### config.mk
export PLATFORM = sky130hd
export DESIGN_NAME = serial_adder_s
export DESIGN_NICKNAME = d
export VERILOG_FILES = /design/src/rtl/serial_adder_s_pkg.sv /design/src/rtl/fulladder_s.sv /design/src/rtl/serial_adder_s.sv
export SDC_FILE = /design/constraint.sdc
export NUM_CORES = 1
export LEC_CHECK = 0
export ABC_CLOCK_PERIOD_IN_PS = 2000
export CAP_MARGIN = 20
export CORE_MARGIN = 3
export CORE_UTILIZATION = 57
export CTS_BUF_LIST = sky130_fd_sc_hd__clkbuf_4
export DETAILED_ROUTE_END_ITERATION = 12
export GPL_ROUTABILITY_DRIVEN = 0
export MAX_ROUTING_LAYER = met4
export PLACE_DENSITY = 0.85
export REMOVE_ABC_BUFFERS = 1
export SLEW_MARGIN = 15
export SYNTH_ARGS = -nofsm -noshare
export SYNTH_HDL_FRONTEND = slang
export SYNTH_SLANG_ARGS = --single-unit
### constraint.sdc
create_clock -name clk -period 2 [get_ports clk]
set_input_delay 0.2 -clock clk [delete_from_list [all_inputs] [get_ports clk]]
set_output_delay 0.2 -clock clk [all_outputs]
set_load 0.02 [all_outputs]
### src/rtl/serial_adder_s_pkg.sv
// Shared definitions for the digit-serial adder/subtractor:
// FSM state encodings and digit/counter sizing helpers.
package serial_adder_s_pkg;

    typedef logic [1:0] state_t;

    localparam state_t ST_IDLE = 2'd0;
    localparam state_t ST_RUN  = 2'd1;
    localparam state_t ST_DONE = 2'd2;

    // Number of digit cycles needed for one operation.
    function automatic int digits(input int width, input int digit);
        return width / digit;
    endfunction

    // Digit counter width, never narrower than one bit.
    function automatic int cnt_bits(input int n);
        return (n > 1) ? $clog2(n) : 1;
    endfunction

endpackage

### src/rtl/fulladder_s.sv
// One-bit full adder: two half-adder stages with an OR
// merging their carries.
module fulladder_s (
    input  logic a,
    input  logic b,
    input  logic ci,
    output logic s,
    output logic co
);

    logic p;
    logic g1;
    logic g2;

    assign p  = a ^ b;
    assign g1 = a & b;
    assign s  = p ^ ci;
    assign g2 = p & ci;
    assign co = g1 | g2;

endmodule

### src/rtl/serial_adder_s.sv
// Digit-serial adder/subtractor: DIGIT full-adder cells reused
// over WIDTH/DIGIT cycles with one carry register between them.
module serial_adder_s
    import serial_adder_s_pkg::*;
#(
    parameter int WIDTH = 8,
    parameter int DIGIT = 1
) (
    input  logic             clk,
    input  logic             rst_n,
    input  logic             in_valid,
    output logic             in_ready,
    input  logic [WIDTH-1:0] a,
    input  logic [WIDTH-1:0] b,
    input  logic             cin,
    input  logic             sub,
    output logic             out_valid,
    input  logic             out_ready,
    output logic [WIDTH-1:0] sum,
    output logic             cout,
    output logic             ovf
);

    localparam int N  = digits(WIDTH, DIGIT);
    localparam int CW = cnt_bits(N);

    generate
        if ((WIDTH % DIGIT) != 0 || WIDTH < 2) begin : g_bad_params
            $error("serial_adder_s: WIDTH must be >= 2 and a multiple of DIGIT");
        end
    endgenerate

    state_t          state;
    logic [CW-1:0]   cnt;
    logic            carry;
    logic [WIDTH-1:0] op_a;
    logic [WIDTH-1:0] op_b;
    logic [WIDTH-1:0] acc;
    logic [WIDTH-1:0] acc_next;
    logic [DIGIT:0]   c;
    logic [DIGIT-1:0] s_d;
    logic             last;

    // Operands shift right, so the active digit is always the low DIGIT bits.
    assign c[0] = carry;

    genvar i;
    generate
        for (i = 0; i < DIGIT; i++) begin : g_cell
            fulladder_s u_fa (
                .a  (op_a[i]),
                .b  (op_b[i]),
                .ci (c[i]),
                .s  (s_d[i]),
                .co (c[i+1])
            );
        end
    endgenerate

    // New digit enters at the top; after N cycles acc holds the full sum.
    assign acc_next  = WIDTH'({s_d, acc} >> DIGIT);
    assign last      = (cnt == CW'(N - 1));
    assign in_ready  = (state == ST_IDLE);
    assign out_valid = (state == ST_DONE);

    // FSM, operand/carry datapath and result capture.
    always_ff @(posedge clk) begin
        if (!rst_n) begin
            state <= ST_IDLE;
            cnt   <= '0;
            carry <= 1'b0;
            op_a  <= '0;
            op_b  <= '0;
            acc   <= '0;
            sum   <= '0;
            cout  <= 1'b0;
            ovf   <= 1'b0;
        end else begin
            unique case (state)
                ST_IDLE: begin
                    if (in_valid) begin
                        op_a  <= a;
                        op_b  <= sub ? ~b : b;
                        carry <= sub ? ~cin : cin;
                        cnt   <= '0;
                        state <= ST_RUN;
                    end
                end
                ST_RUN: begin
                    op_a  <= op_a >> DIGIT;
                    op_b  <= op_b >> DIGIT;
                    carry <= c[DIGIT];
                    acc   <= acc_next;
                    if (last) begin
                        sum   <= acc_next;
                        cout  <= c[DIGIT];
                        ovf   <= c[DIGIT] ^ c[DIGIT-1];
                        cnt   <= '0;
                        state <= ST_DONE;
                    end else begin
                        cnt <= cnt + CW'(1);
                    end
                end
                ST_DONE: begin
                    if (out_ready) begin
                        state <= ST_IDLE;
                    end
                end
                default: begin
                    state <= ST_IDLE;
                end
            endcase
        end
    end

endmodule

# Yosys cells after proc, flatten, opt, wreduce, memory -nomap -nowiden
# Cells that the tools add are included.
# W data, S select, Z words.
dict set report totals {
  regBits 40
  latch_bits 0
  ram_bits 0
  rom_bits 0
  input_bits 22
  wordCells 44
  mem_count 0
}
dict set report op_classes {
  add_sub_neg 1
  mul 0
  div_mod_pow 0
  n_lt_le_gt_ge 0
  n_eq_ne 6
  shifts 0
  n_mux 15
  n_bitwise 8
  reduce_logical 5
}
# cell n
set ops {}
lappend ops {{$pmux W8 S2} 2}
lappend ops {{$mux W8} 3}
lappend ops {{$not A8 Y8} 1}
lappend ops {{$mux W2} 3}
lappend ops {{$mux W3} 2}
lappend ops {{$pmux W2 S3} 1}
lappend ops {{$pmux W3 S2} 1}
lappend ops {{$ne A2 B2 Y1 const B} 2}
lappend ops {{$reduce_and A2 Y1} 2}
lappend ops {{$add A3 B1 Y3 const B} 1}
lappend ops {{$eq A3 B3 Y1 const B} 1}
lappend ops {{$reduce_and A3 Y1} 1}
lappend ops {{$xor A1 B1 Y1} 3}
lappend ops {{$and A1 B1 Y1} 2}
lappend ops {{$eq A2 B1 Y1 const B} 1}
lappend ops {{$eq A2 B2 Y1 const B} 1}
lappend ops {{$logic_not A2 Y1} 1}
lappend ops {{$mux W1} 2}
lappend ops {{$ne A2 B1 Y1 const B} 1}
lappend ops {{$pmux W1 S2} 1}
lappend ops {{$reduce_bool A2 Y1} 1}
lappend ops {{$not A1 Y1} 1}
lappend ops {{$or A1 B1 Y1} 1}

# Depth between registers and ports, before layout
# Gate-level depths: netlist of run 1.
dict set report logic_depth {
  ltp_word 4
  mapped_depth 6
  ltp_nobuf 5
}

# By module
# Synthesis of run 1 repeated with hierarchy kept, for this count alone.
dict set report hier_totals {
  cells_unflattened 192
  hier_area_um2 1749.2
}
# mod instances cells_each area_per_inst_um2 seq_area_each_um2
set modules_own_cells {}
lappend modules_own_cells {serial_adder_s 1 191 1729.2 780.7}
lappend modules_own_cells {fulladder_s 1 1 20.0 0.0}

# Worst setup path before layout of run 1
# OpenSTA, ideal clock, no wires.
dict set report synth_timing {
  kind {reg2reg}
  start {register cnt[0]}
  end {register cout}
  setup_ns 0.132
  arrival_time_ns 1.164
  slack_ns 0.704
  stages_incl_launch_ff 7
  n_path_buf 1
  synth_period_minus_slack_ns 1.296
  path_cell_list {dfxtp_1 > ha_1 > ha_1 > and3b_1 > buf_4 > nand2_1 > a21oi_1}
}
dict set report synth_via {
  elab_chain_cells 2
}
# item line_no
set synth_lines {}
lappend synth_lines {{from (decl)} serial_adder_s.sv:34} ;# logic [CW-1:0] cnt;
lappend synth_lines {{from (signal assigned)} serial_adder_s.sv:101} ;# cnt <= cnt + CW'(1);
lappend synth_lines {{$eq A3 B3 Y1} serial_adder_s.sv:62} ;# assign last = (cnt == CW'(N - 1));
lappend synth_lines {{$reduce_and A2 Y1 (no source line)} n/a}
lappend synth_lines {{to (signal assigned)} serial_adder_s.sv:96} ;# cout <= c[DIGIT];
lappend synth_lines {{to (decl)} serial_adder_s.sv:20} ;# output logic cout,
# Every way passes these cells.
# A chain may end at the register's enable or synchronous reset.

# Worst setup path after layout of run 1
dict set report layout_timing {
  start {register state[1]}
  end {output port out_valid}
}
dict set report layout_via {
  elab_chain_cells 1
}
# item line_no
set layout_lines {}
lappend layout_lines {{from (decl)} serial_adder_s.sv:33} ;# state_t state;
lappend layout_lines {{from (signal assigned)} serial_adder_s.sv:69} ;# state <= ST_IDLE;
lappend layout_lines {{from (signal assigned)} serial_adder_s.sv:86} ;# state <= ST_RUN;
lappend layout_lines {{from (signal assigned)} serial_adder_s.sv:99} ;# state <= ST_DONE;
lappend layout_lines {{$eq A2 B2 Y1} serial_adder_s.sv:64} ;# assign out_valid = (state == ST_DONE);
lappend layout_lines {{to (decl)} serial_adder_s.sv:17} ;# output logic out_valid,
# Every way passes these cells.

==> flow_metrics.tcl, run 1 <==
set metrics [dict create \
    setup_viol_count_final 0 \
    placed_cells 253 \
    slowest_delay_ps 630 \
    synth_edf_count 0 \
    post_drt_wl_per_cell_um 13.3 \
    fin_total_pwr_mw 1.55 \
    power_density_nw_per_um2 721 \
    synthArstFlopShare_pct 0 \
    clk_pin_slew_worst_paths_ps 120 \
    relSlewSlack_pct 50.7 \
    grt_setup_unrepaired "no" \
    syn_area_um2 1770 \
    fillers 232 \
    status "finished, final reports clean" \
    synth.area.top_cells "dfxtp_1 (44%), nand2_1 (8.9%), a21oi_1 (6.8%), a22oi_1 (5.1%), xor2_1 (4.5%)" \
    die-area_um2 3810 \
    io_buffers 33 \
    hold_buffers 0 \
    critPathMaxFanout 10 \
    ir_drop_v 0.000440 \
    avgViaCountPerCell 5.76 \
    dr.first_iter.drc_count 97 \
    mostFrequentLayoutCells "nand2_1 (42), dfxtp_1 (37), clkdlybuf4s50_1 (33), a21oi_1 (24), a22oi_1 (12)" \
    skew_ps 5.08 \
    antenna_left 0 \
    min-delay-path-class "flip-flop to flip-flop" \
    drcViolationCount 0 \
    synth_top_area_share_pct 44.1 \
    rows 19 \
    layout.nets 254 \
    die_w_um 61.7 \
    start_util_pct 62.1 \
    clk_path_buf_depth 2 \
    tightest_slew_ps 738 \
    ys_warn_count 0 \
    first_pass_iters 4 \
    synthDistinctLibCells 35 \
    core_area_um2 2850 \
    max_freq_mhz 545 \
    switching_power_mw 0.382 \
    grt_use_total_pct 20.8 \
    worst_setup_path_end_kind "output pin" \
    pwr-share-seq_pct 54.2 \
    synth.avg_cell_area_um2 8.90 \
    synth.yosys.seq_area_share_pct 44.1 \
    h-tree-depth 2 \
    cellLeakagePower_nw 0.795 \
    cts_tree "built" \
    worstSetupStartpointType "flip-flop" \
    fin_cells 261 \
    routed_wl_um 3460 \
    period_minus_slack_ps 1830 \
    clk_latency_ps 350 \
    clkPwrFrac_pct 34.2 \
    diodes 0 \
    dp_hpwl_um 2490 \
    min_period_over_period_pct 91.7 \
    grt_pass1_vias 1353 \
    cp_data_arrival_time_ps 1630 \
    setup_tns_ps 0 \
    holdWs_ps 462 \
    vias 1504 \
    antenna_found_initial 0 \
    worstPathRequired_ps 1800 \
    grt_first_pass_wirelength_um 5620 \
    grt_max_degree 32 \
    yosys_most_used_dff "dfxtp_1" \
    final_common_cell "nand2_1" \
    sw_frac_of_total_pct 24.7 \
    drv_cap 0 \
    clock-root-buffer "clkbuf_4" \
    cts_sinks 39 \
    ys_ff_latch 39 \
    die_h_um 61.7 \
    path_cells "nor2b_1, clkdlybuf4s50_1" \
    crit_path_top_delay_cell "clkdlybuf4s50_1" \
    critPathTopFamily "buffers and inverters" \
    synthesis.instances 199 \
    internal-power_mw 1.17 \
    cts-buffers-inserted 5 \
    grt-ovfl-total 0 \
    timing.critical_path.buf_inv 1 \
    p_comb_share_pct 11.6 \
    area_growth_pct 21.3 \
    worst-setup-path-type "flip-flop to output pin" \
    hold_violations 0 \
    layout-drive-gt1-share_pct 9.13 \
    maxSlewViolCount 0 \
    ios 34 \
    synth_top_area_cell "dfxtp_1" \
]
[final timing paths]
kind              startpoint         to  slack (ps)  depth (start not counted)
hold reg to reg       sum[3]     sum[3]         460                          2
setup reg to reg      cnt[0]        ovf         420                          5
hold / removal        sum[3]     sum[3]         460                          2
setup / recovery    state[1]  out_valid         170                          2
[synthesized netlist by cell type, types with 2 or more instances]
| library cell | count |
|---|---|
| nand2_1 | 42 |
| dfxtp_1 | 39 |
| a21oi_1 | 24 |
| a22oi_1 | 12 |
| xor2_1 | 9 |
| o21ai_1 | 8 |
| o21ai_0 | 7 |
| o221ai_1 | 7 |
| nor2_1 | 6 |
| buf_6 | 5 |
| inv_1 | 4 |
| or3b_1 | 4 |
| buf_2 | 3 |
| buf_4 | 3 |
| clkbuf_1 | 3 |
| ha_1 | 2 |
| nor2b_1 | 2 |
| or3b_2 | 2 |
[power by group through the flow]
stage	clock network, mW	logic, mW	registers, mW
after floorplan	0	0.101	0.849
after detailed placement	0	0.178	0.857
after global routing	0.579	0.198	0.845
after global placement	0	0.171	0.855
after CTS	0.538	0.180	0.839
final	0.530	0.179	0.840
[cells by family (layout without fill, tap and decap cells)]
group           count (synthesis)  count (layout)  share of synthesized area, %
fa+ha+maj                       3               3                          2.54
flops                          39              39                          44.1
compound gates                 63              63                          22.5
mux                             1               1                         0.565
buf+inv                        19              50                          7.00
simple gates                   64              64                          18.4
xor+xnor                       10              10                          4.95
[area by class of cell]
type / instances / area, µm² / area share [%]
Sequential cell: 39 / 783 / 36.5
Clock inverter: 3 / 43.8 / 2.04
Tap cell: 31 / 38.8 / 1.81
Timing Repair Buffer: 37 / 360 / 16.8
Inverter: 5 / 18.8 / 0.874
Multi-Input combinational cell: 141 / 866 / 40.3
Clock buffer: 5 / 37.5 / 1.75
[flip-flops by register name (all words and copies together), names as in the netlist]
signal and count:
acc 7, cnt 3, op_a 8, sum 8
ovf 1, cout 1, op_b 8, carry 1
state 2
[tightest hold or removal path: cells and delay by family, from the launching register on]
family | cells | cell delay [ps]
flops | 1 | 330
simple gates | 1 | 50
compound gates | 1 | 50
[metrics by stage]
step	setup WS (ps)	cell area [µm²]	util, %
finish	166	2150	75.3
global route	61.9	2150	75.3
CTS	51.6	2150	75.2
detailed placement	383	2060	72.4
global placement	414	2060	72.4
floorplan	349	1670	-
[timing repair]
item | 4_1_cts | 5_1_grt
setup endpoints to repair | 0 | 1
resized for setup | 0 | 2
setup buffers | 0 | 0
[layer usage]
metal  vias to the layer above  GRT usage, %  part of all wire [%]  wire length (µm)
li1                        753             -                     -                 -
met1                       697          23.3                    42              1440
met2                        45          34.4                    50              1750
met3                         9          4.96                   5.7               197
met4                         0          10.3                   2.3                80
met5                         -             -                     0                 0
Power figures use the tool's default switching activity.
==> run 2: changes to the inputs <==
--- a/config.mk
+++ b/config.mk
@@ -12,6 +12,7 @@
 export CTS_BUF_LIST = sky130_fd_sc_hd__clkbuf_4
 export DETAILED_ROUTE_END_ITERATION = 12
 export GPL_ROUTABILITY_DRIVEN = 0
+export GPL_TIMING_DRIVEN = 0
 export MAX_ROUTING_LAYER = met4
 export PLACE_DENSITY = 0.85
 export REMOVE_ABC_BUFFERS = 1
==> flow_metrics.tcl, run 2 (synthesized netlist as in run 1, its figures left out) <==
set metrics [dict create \
    vias 1492 \
    maxSlewViolCount 0 \
    post_drt_wl_per_cell_um 13.7 \
    rows 19 \
    cts_setup_buffers 0 \
    multi_input_area_um2 868 \
    avgViaCountPerCell 5.81 \
    dp_slack_ps -59.7 \
    drcViolationCount 0 \
    antenna_left 0 \
    dr.first_iter.drc_count 79 \
    grt_use_total_pct 21.1 \
    die_w_um 61.7 \
    min-delay-path-class "flip-flop to flip-flop" \
    period_minus_slack_ps 1890 \
    die-area_um2 3810 \
    dp_hpwl_um 2500 \
    start_util_pct 62.1 \
    layout-drive-gt1-share_pct 7.52 \
    grt_pass1_vias 1403 \
    clk_path_buf_depth 2 \
    ios 34 \
    io_buffers 33 \
    grt-ovfl-total 0 \
    clk_pin_slew_worst_paths_ps 120 \
    power_density_nw_per_um2 678 \
    die_h_um 61.7 \
    status "finished, final reports clean" \
    skew_ps 6.56 \
    first_pass_iters 4 \
    grt_first_pass_wirelength_um 5710 \
    drv_cap 0 \
    timing.final.ws_setup_ps 106 \
    fin_total_pwr_mw 1.42 \
    cts_tree "built" \
    cp_data_arrival_time_ps 1690 \
    cellLeakagePower_nw 0.758 \
    ir_drop_v 0.000510 \
    core_area_um2 2850 \
    area_growth_pct 18.5 \
    antenna_found_initial 0 \
    seq_area_um2 785 \
    diodes 0 \
    worstSetupStartpointType "flip-flop" \
    worst-setup-path-type "flip-flop to output pin" \
    layout.nets 250 \
    hold_violations 0 \
    worst_setup_path_end_kind "output pin" \
    cts_sinks 39 \
    max_freq_mhz 528 \
    min_period_over_period_pct 94.7 \
    setup_viol_count_final 0 \
    relSlewSlack_pct 38.2 \
    mostFrequentLayoutCells "nand2_1 (42), dfxtp_1 (38), clkdlybuf4s50_1 (33), a21oi_1 (24), a22oi_1 (12)" \
    top_regs "op_a: 8 flops, op_b: 8 flops, sum: 8 flops" \
    clk_latency_ps 350 \
    final_common_cell "nand2_1" \
    setup_tns_ps 0 \
    critPathMaxFanout 11 \
    grt_max_degree 32 \
    h-tree-depth 2 \
    routed_wl_um 3510 \
    tightest_slew_ps 926 \
    fillers 229 \
    grt_setup_unrepaired "no" \
    cts-buffers-inserted 5 \
    worstPathRequired_ps 1800 \
    clock-root-buffer "clkbuf_4" \
]
## run 2: changes by cell type in the layout (fill, tap and decap cells not counted), sizes merged
cell      before  now
clkinv         3    2
clkinvlp       0    2
buf            4    0
bufinv         1    0
## run 2: what timing repair did
action                                 4_1_cts  5_1_grt
setup endpoints to repair                   11        1
endpoints found under the hold margin        0        0
hold buffers                                 0        0
pin swaps                                    0        0
gates resized for setup                      2        1
## run 2: area by class of cell
type / count / share of cell area [%]
multi-input cells: 141 / 41.4
flip-flops and latches: 39 / 37.4
repair buffers: 33 / 15.7
well taps: 31 / 1.85
clock buffers: 5 / 1.79
clock inverters: 3 / 0.954
inverters: 5 / 0.894
## run 2: per-layer routing
metal	part of all wire, %	track usage (%)	vias to the layer above
met1	44	22.3	699
met4	2.0	10.9	0
met5	0	-	-
li1	-	-	743
met2	49	35.0	40
met3	5.2	6.82	10
## run 2: stage by stage
stage / hold WS [ps] / instances / cell area (µm²) / util [%]
final: 458 / 257 / 2100 / 73.6
after global routing: 469 / 257 / 2100 / 73.6
after CTS: 459 / 257 / 2100 / 73.5
after detailed placement: 448 / 249 / 2030 / 71.3
after global placement: 439 / 249 / 2030 / 71.3
after floorplan: 338 / 185 / 1670 / -
## run 2: power by group
group          switching, mW  leakage (nW)  internal [mW]
combinational         0.0860         0.412         0.0894
sequential            0.0296         0.319          0.809
clock                  0.275        0.0272          0.134
total                  0.390         0.758           1.03
## run 2: final timing paths
check / startpoint / end / slack, ps / cells past startpoint
setup / recovery: state[0] / out_valid / 110 / 2
hold / removal: acc[1] / sum[0] / 460 / 2
setup reg to reg: state[0] / op_b[2] / 210 / 3
hold reg to reg: acc[1] / sum[0] / 460 / 2
## run 2: critical path: stages, from the launching register on
cell,delay (ps)
dfxtp_1,650
nor2b_1,130
clkdlybuf4s50_1,560
